`config.mk`:
```
export PLATFORM = sky130hd
export DESIGN_NAME = fp_int_acc_align
export DESIGN_NICKNAME = d
export VERILOG_FILES = /design/src/rtl/fp_int_acc_align.sv
export SDC_FILE = /design/constraint.sdc
export NUM_CORES = 1
export LEC_CHECK = 0
export ABC_AREA = 0
export BUFFER_PORTS_ARGS = -buffer_cell sky130_fd_sc_hd__buf_2
export CAP_MARGIN = 0
export CORE_MARGIN = 5
export CORE_UTILIZATION = 61
export DETAILED_ROUTE_END_ITERATION = 8
export PLACE_DENSITY = 0.81
export REMOVE_ABC_BUFFERS = 1
export SLEW_MARGIN = 20
export SYNTH_ARGS = -nofsm -noshare
export SYNTH_HDL_FRONTEND = slang
export SYNTH_SLANG_ARGS = --single-unit
```
`constraint.sdc`:
```
create_clock -name clk -period 4.8 [get_ports clk]
set_input_delay 1.44 -clock clk [delete_from_list [all_inputs] [get_ports clk]]
set_output_delay 1.44 -clock clk [all_outputs]
set_load 0.1 [all_outputs]
```
`src/rtl/fp_int_acc_align.sv`:
```
// Two-stage align-and-accumulate for FP x INT products: stage A aligns and negates, stage B adds into a grouped sum.
// Optional saturation on overflow: define ACC_SAT_EN (default build wraps in two's complement).
module fp_int_acc_align #(
  parameter int ACC_WIDTH  = 32,
  parameter int SHIFT_DROP = 14,
  parameter int LEN_WIDTH  = 8
) (
  input  logic                        clk,
  input  logic                        rst,
  input  logic                        set,
  input  logic [LEN_WIDTH-1:0]        acc_len,
  input  logic                        start_acc,
  input  logic                        sign_in,
  input  logic [4:0]                  exp_in,
  input  logic [13:0]                 mantissa_in,
  output logic signed [ACC_WIDTH-1:0] acc_out,
  output logic                        acc_valid,
  output logic                        ovf_out,
  output logic                        busy
);

  // state | meaning
  // IDLE  | no group open, stage A empty
  // ACCUM | group open or a term waiting in stage A
  typedef enum logic [0:0] {IDLE, ACCUM} state_t;

  localparam int MAG_W = 45 - SHIFT_DROP;
  localparam logic [LEN_WIDTH-1:0] LEN_ONE = {{(LEN_WIDTH-1){1'b0}}, 1'b1};
  localparam logic signed [ACC_WIDTH-1:0] ACC_MAX = {1'b0, {(ACC_WIDTH-1){1'b1}}};
  localparam logic signed [ACC_WIDTH-1:0] ACC_MIN = {1'b1, {(ACC_WIDTH-1){1'b0}}};

  state_t state, state_nxt;

  logic                        a_valid;
  logic signed [ACC_WIDTH-1:0] a_term;
  logic signed [ACC_WIDTH-1:0] acc;
  logic [LEN_WIDTH-1:0]        cnt;
  logic [LEN_WIDTH-1:0]        len_reg;
  logic                        sticky;

  logic [44:0]                 wide_mant;
  logic [MAG_W-1:0]            mag;
  logic signed [ACC_WIDTH-1:0] mag_ext;
  logic signed [ACC_WIDTH-1:0] term_a;
  logic signed [ACC_WIDTH-1:0] sum;
  logic signed [ACC_WIDTH-1:0] wr_val;
  logic                        ovf;
  logic                        last;
  logic [LEN_WIDTH-1:0]        len_m1;

  // Stage A: align on a 45-bit grid, then drop the fraction LSBs
  assign wide_mant = {31'd0, mantissa_in};
  assign mag       = MAG_W'((wide_mant << exp_in) >> SHIFT_DROP);
  assign mag_ext   = {{(ACC_WIDTH-MAG_W){1'b0}}, mag};
  assign term_a    = sign_in ? -mag_ext : mag_ext;

  always_ff @(posedge clk or negedge rst) begin
    if (!rst) begin
      a_valid <= 1'b0;
      a_term  <= '0;
    end else if (set) begin
      a_valid <= 1'b0;
    end else begin
      a_valid <= start_acc;
      if (start_acc) a_term <= term_a;
    end
  end

  // Stage B
  assign sum    = acc + a_term;
  assign ovf    = (acc[ACC_WIDTH-1] == a_term[ACC_WIDTH-1]) &&
                  (sum[ACC_WIDTH-1] != acc[ACC_WIDTH-1]);
  assign len_m1 = len_reg - LEN_ONE;
  assign last   = (cnt == len_m1);

`ifdef ACC_SAT_EN
  assign wr_val = ovf ? (acc[ACC_WIDTH-1] ? ACC_MIN : ACC_MAX) : sum;
`else
  assign wr_val = sum;
`endif

  always_ff @(posedge clk or negedge rst) begin
    if (!rst) begin
      acc       <= '0;
      cnt       <= '0;
      sticky    <= 1'b0;
      len_reg   <= '0;
      acc_out   <= '0;
      ovf_out   <= 1'b0;
      acc_valid <= 1'b0;
    end else if (set) begin
      len_reg   <= acc_len;
      acc       <= '0;
      cnt       <= '0;
      sticky    <= 1'b0;
      acc_valid <= 1'b0;
    end else begin
      acc_valid <= 1'b0;
      if (a_valid) begin
        if (last) begin
          acc_out   <= wr_val;
          ovf_out   <= sticky | ovf;
          acc_valid <= 1'b1;
          acc       <= '0;
          cnt       <= '0;
          sticky    <= 1'b0;
        end else begin
          acc    <= wr_val;
          cnt    <= cnt + LEN_ONE;
          sticky <= sticky | ovf;
        end
      end
    end
  end

  always_ff @(posedge clk or negedge rst) begin
    if (!rst) state <= IDLE;
    else      state <= state_nxt;
  end

  always_comb begin
    state_nxt = state;
    case (state)
      IDLE:    if (start_acc) state_nxt = ACCUM;
      ACCUM:   if (a_valid && last && !start_acc) state_nxt = IDLE;
      default: state_nxt = IDLE;
    endcase
    if (set) state_nxt = IDLE;
  end

  assign busy = (state == ACCUM) | a_valid;

endmodule

```
# Word level (Yosys, flattened, before mapping)
# Index checks and enable logic that the tools add are counted.
# totals
register_bits	117
input_bits	32
output_inout_bits	35
# classes
add_sub_neg	4
n_eq_ne	3
shifts	1
n_mux	18
bitwise	4
n_reduce_logical	7
# op_table
op	count
$mux W32	4
$shl A14 B5 Y45	1
$add A32 B32 Y32	1
$neg A31 Y32	1
$mux W8	3
$mux W1	10
$add A8 B1 Y8 const B	1
$eq A8 B8 Y1	1
$sub A8 B1 Y8 const B	1
$logic_and A1 B1 Y1	3
$reduce_and A3 Y1	1
$not A1 Y1	2
$or A1 B1 Y1	2
$pmux W1 S2	1
$reduce_and A2 Y1	1
$reduce_bool A2 Y1	1
$eq A1 B1 Y1	1
$logic_not A1 Y1	1
$ne A1 B1 Y1	1

# Longest topological paths before layout
# depth
word_depth	7
mapped_depth	17

# Worst setup path after synthesis
# OpenSTA, ideal clock, no wires.
# synth_timing
path_kind	input to register
start	input port exp_in[0]
end	register a_term[24]
setup_time_ns	0.082
t_arrival_ns	4.896
required_time_ns	4.718
slack_ns	-0.178
stages	16
n_path_buf	4
path_cell_list	buf_6 > buf_6 > buf_6 > mux2_2 > a22oi_2 > mux2i_1 > nand2_1 > ha_1 > inv_1 > a311o_1 > or2_1 > or3_1 > clkbuf_1 > or3_1 > or4_1 > a31oi_1
# synth_between
elab_chain_cells	3
# synth_lines
element	line	rtl
start, declared	14	input logic [4:0] exp_in,
$shl A14 B5 Y45 (*)	53	assign mag = MAG_W'((wide_mant << exp_in) >> SHIFT_DROP);
$neg A31 Y32	55	assign term_a = sign_in ? -mag_ext : mag_ext;
$mux W32 (*)	55	
end signal, assigned	65	if (start_acc) a_term <= term_a;
end, declared	35	logic signed [ACC_WIDTH-1:0] a_term;
# Every way passes the cells marked *; elsewhere a longest branch is shown, timed or not.
# A chain may end at the register's enable or synchronous reset.

# Worst setup path in the final report
# layout_timing
start	input port exp_in[0]
end	register a_term[30]
# The elaborated chain is that of the path after synthesis.

==> impl_metrics.py <==
metrics = {
    "finish": {
        "nFillCells": 966,
        "final_area_mm2": 0.009948,
        "reg.largest.list": "a_term x32, acc x32, acc_out x32",
        "layout_common_cells": "dfrtp_1 (117), buf_4 (97), nand2_1 (92), o21ai_0 (79), buf_2 (64)",
        "final_common_cell": "dfrtp_1",
        "area_growth_pct": 19.78,
        "layout.nets": 1086,
        "antenna_cells": 0,
        "drive_gt1_share_pct": 25.70,
    },
    "critical_path": {
        "ff2ff_setup_slack_ns": 1.04,
        "r2r-end": "acc_out[6]$_DFFE_PN0P_",
        "crit_fanout": 10,
        "r2r-start": "len_reg[0]$_DFFE_PN0P_",
        "cp-endpoint": "a_term[30]$_DFFE_PN0P_",
        "worstSetupPathType": "primary input to flop",
        "arrival_ns": 4.94,
        "r2r_cells": 8,
        "crit_path_start_kind": "primary input",
        "worstSetupStartpoint": "exp_in[0]",
        "end_kind": "flop",
        "crit_required_ns": 5.16,
    },
    "clocking": {
        "numClockSinks": 117,
        "htreeDepth": 4,
        "root_buffer": "clkbuf_16",
        "cts_buffers": 17,
        "clk_latency_ns": 0.42,
        "cts_setup_buffers": 0,
        "hold_buffers": 0,
        "cts_tree": "built",
        "cts_buffer_depth": 2,
        "post_cts_resized": 0,
        "clk_pin_slew_worst_paths_ns": 0.05,
    },
    "placement": {
        "dpl_cell_area_mm2": 0.009365,
        "port_buffers": 66,
        "place_congestion": 0.9881,
        "hpwl_um": 16760,
    },
    "sta": {
        "fmax_ghz": 0.2185,
        "setup_viol": 0,
        "rsz0062_at_grt": "false",
        "fin_crit_sh_pct": 95.35,
        "worst_pin_slew_ns": 0.9355,
        "slew_headroom_pct": 37.56,
        "finalMaxSlewViolations": 0,
        "final-hold-violation-count": 0,
        "skew_ns": 0.006169,
        "finalCriticalPeriod_ns": 4.577,
    },
    "floorplan": {
        "core_mm2": 0.01330,
        "rows": 42,
        "ios": 67,
        "dieArea_mm2": 0.01605,
        "die_x_um": 126.7,
        "initial_core_util_pct": 62.47,
        "die_y_um": 126.7,
    },
    "global_route": {
        "use_met1_pct": 38.21,
        "grt_pass1_vias": 7465,
        "grt_use_total_pct": 28.98,
        "top_usage_layer": "met2",
        "antenna_found_initial": 1,
        "grt_pass1_wl_um": 37740,
        "grt.met2_usage_pct": 46.86,
        "grt_start_max_net_pins": 84,
        "met3_usage_pct": 5.422,
        "grt_overflow": 0,
    },
    "routing": {
        "num_vias": 7568,
        "dr.first_iter.drc_count": 716,
        "routedWlPerCell_um": 18.83,
        "antenna_left": 0,
        "wirelength_um": 22730,
        "drcViolationCount": 0,
        "viasPerCell": 6.270,
        "dr.pass1.iters": 5,
    },
    "yosys": {
        "synthCells": 893,
        "synthDistinctLibCells": 75,
        "ys_ff_latch": 117,
        "synth_seq_area_share_pct": 35.25,
        "ys.flop_type": "dfrtp_1",
        "syn_area_per_cell_um2": 9.301,
        "synth_edf_count": 0,
        "yosysWarnings": 0,
        "synthArstFlopShare_pct": 100.0,
        "syn_area_mm2": 0.008305,
    },
    "pwr": {
        "powerDensity_mw_per_mm2": 339.4,
        "p_leak_nw": 4.846,
        "vdd_drop_max_uv": 282.5,
        "p_total_mw": 3.377,
    },
    "status": {
        "status": "complete, no violations",
    },
    "worst_hold_path": {
        "hold_class": "flop to flop",
    },
    "flow_run": {
        "max_cap_viol_count": 0,
    },
}
[through the flow]
step                setup TNS, ns  utilization, %  setup slack (ns)  hold WS, ns  instances
global route                    0           74.83           0.04113       0.5076       1207
global placement          -0.7288           70.44           -0.1459       0.4725       1176
floorplan                       0               -            0.1890       0.4538        835
CTS                             0           74.67            0.2198       0.4888       1207
detailed placement         -1.177           70.44           -0.2076       0.4766       1176
finish                          0           74.83            0.2233       0.4839       1207
[critical path, stage by stage]
cell and delay, ns:
clkbuf_4 0.22, mux2_2 0.37, a211oi_1 0.29, nor2_1 0.10
o21ai_0 0.23, nand2b_1 0.17, ha_1 0.18, inv_1 0.05
a311o_1 0.29, or2_1 0.23, or3_1 0.39, or3_1 0.41
buf_4 0.15, o31ai_1 0.24, a31o_2 0.18
[layout make-up]
class	count	area, µm²	share of cell area (%)
Timing Repair Buffer	165	1099	11.04
Multi-Input combinational cell	697	5061	50.87
Inverter	21	78.83	0.7924
Clock inverter	9	77.57	0.7798
Clock buffer	22	484.2	4.867
Tap cell	176	220.2	2.214
Sequential cell	117	2928	29.43
[cells in the mapped netlist (6+ instances only)]
cell       number  share of area, %
dfrtp_1       117                35
nand2_1        92               4.2
o21ai_0        79               4.8
nor2_1         46               2.1
mux2_2         40               5.4
a21oi_1        39               2.4
clkbuf_1       38               1.7
xnor2_1        35               3.7
ha_1           34               5.1
a22o_1         29               3.1
xor2_1         29               3.1
a21o_1         24               2.2
inv_1          21              0.95
mux2i_1        21               2.5
nand2b_1       17               1.3
nand3_1        17               1.0
buf_2          13              0.78
nor2b_1        13              0.98
nand4_1        11              0.83
o31ai_1        11              0.99
a211oi_1       10              0.90
mux4_2         10               2.7
o22ai_1        10              0.75
and3_1          9              0.68
nor3_1          9              0.54
a2111oi_0       7              0.74
o211ai_1        7              0.63
or3_1           7              0.53
or2_2           6              0.45
[how the worst min path moves through the flow]
stage                                       start                       to  slack, ns  depth (start not counted)
final                      a_term[20]$_DFFE_PN0P_   a_term[20]$_DFFE_PN0P_       0.48                          2
after floorplan               acc[19]$_DFFE_PN0P_      acc[19]$_DFFE_PN0P_       0.45                          2
after CTS                  a_term[20]$_DFFE_PN0P_   a_term[20]$_DFFE_PN0P_       0.49                          2
after detailed placement   a_term[20]$_DFFE_PN0P_   a_term[20]$_DFFE_PN0P_       0.48                          2
after global placement      a_term[9]$_DFFE_PN0P_    a_term[9]$_DFFE_PN0P_       0.47                          2
after global routing      acc_out[28]$_DFFE_PN0P_  acc_out[28]$_DFFE_PN0P_       0.51                          1
[layer usage]
metal / share of wire [%] / wire length (µm)
met4: 3.1 / 714
met1: 44 / 9895
met3: 5.9 / 1340
met5: 0.040 / 9
met2: 47 / 10770
[power breakdown]
group	internal (mW)	switching [mW]
combinational	0.410	0.610
clock	0.757	0.448
sequential	1.08	0.0704
total	2.25	1.13
[cells by family (layout without fill, tap and decap cells)]
group                      after synthesis  in the layout  synth area share, %
xor gates and xnor gates                64             64                6.749
buffers and inverters                   79            217                4.083
and+or+nand+nor                        249            249                14.61
AOI/OAI and AO/OA                      276            276                22.73
DFF                                    117            117                35.25
muxes                                   73             73                11.21
adders and majority gates               35             35                5.363
Note: power is estimated with default switching activity, not from simulation.
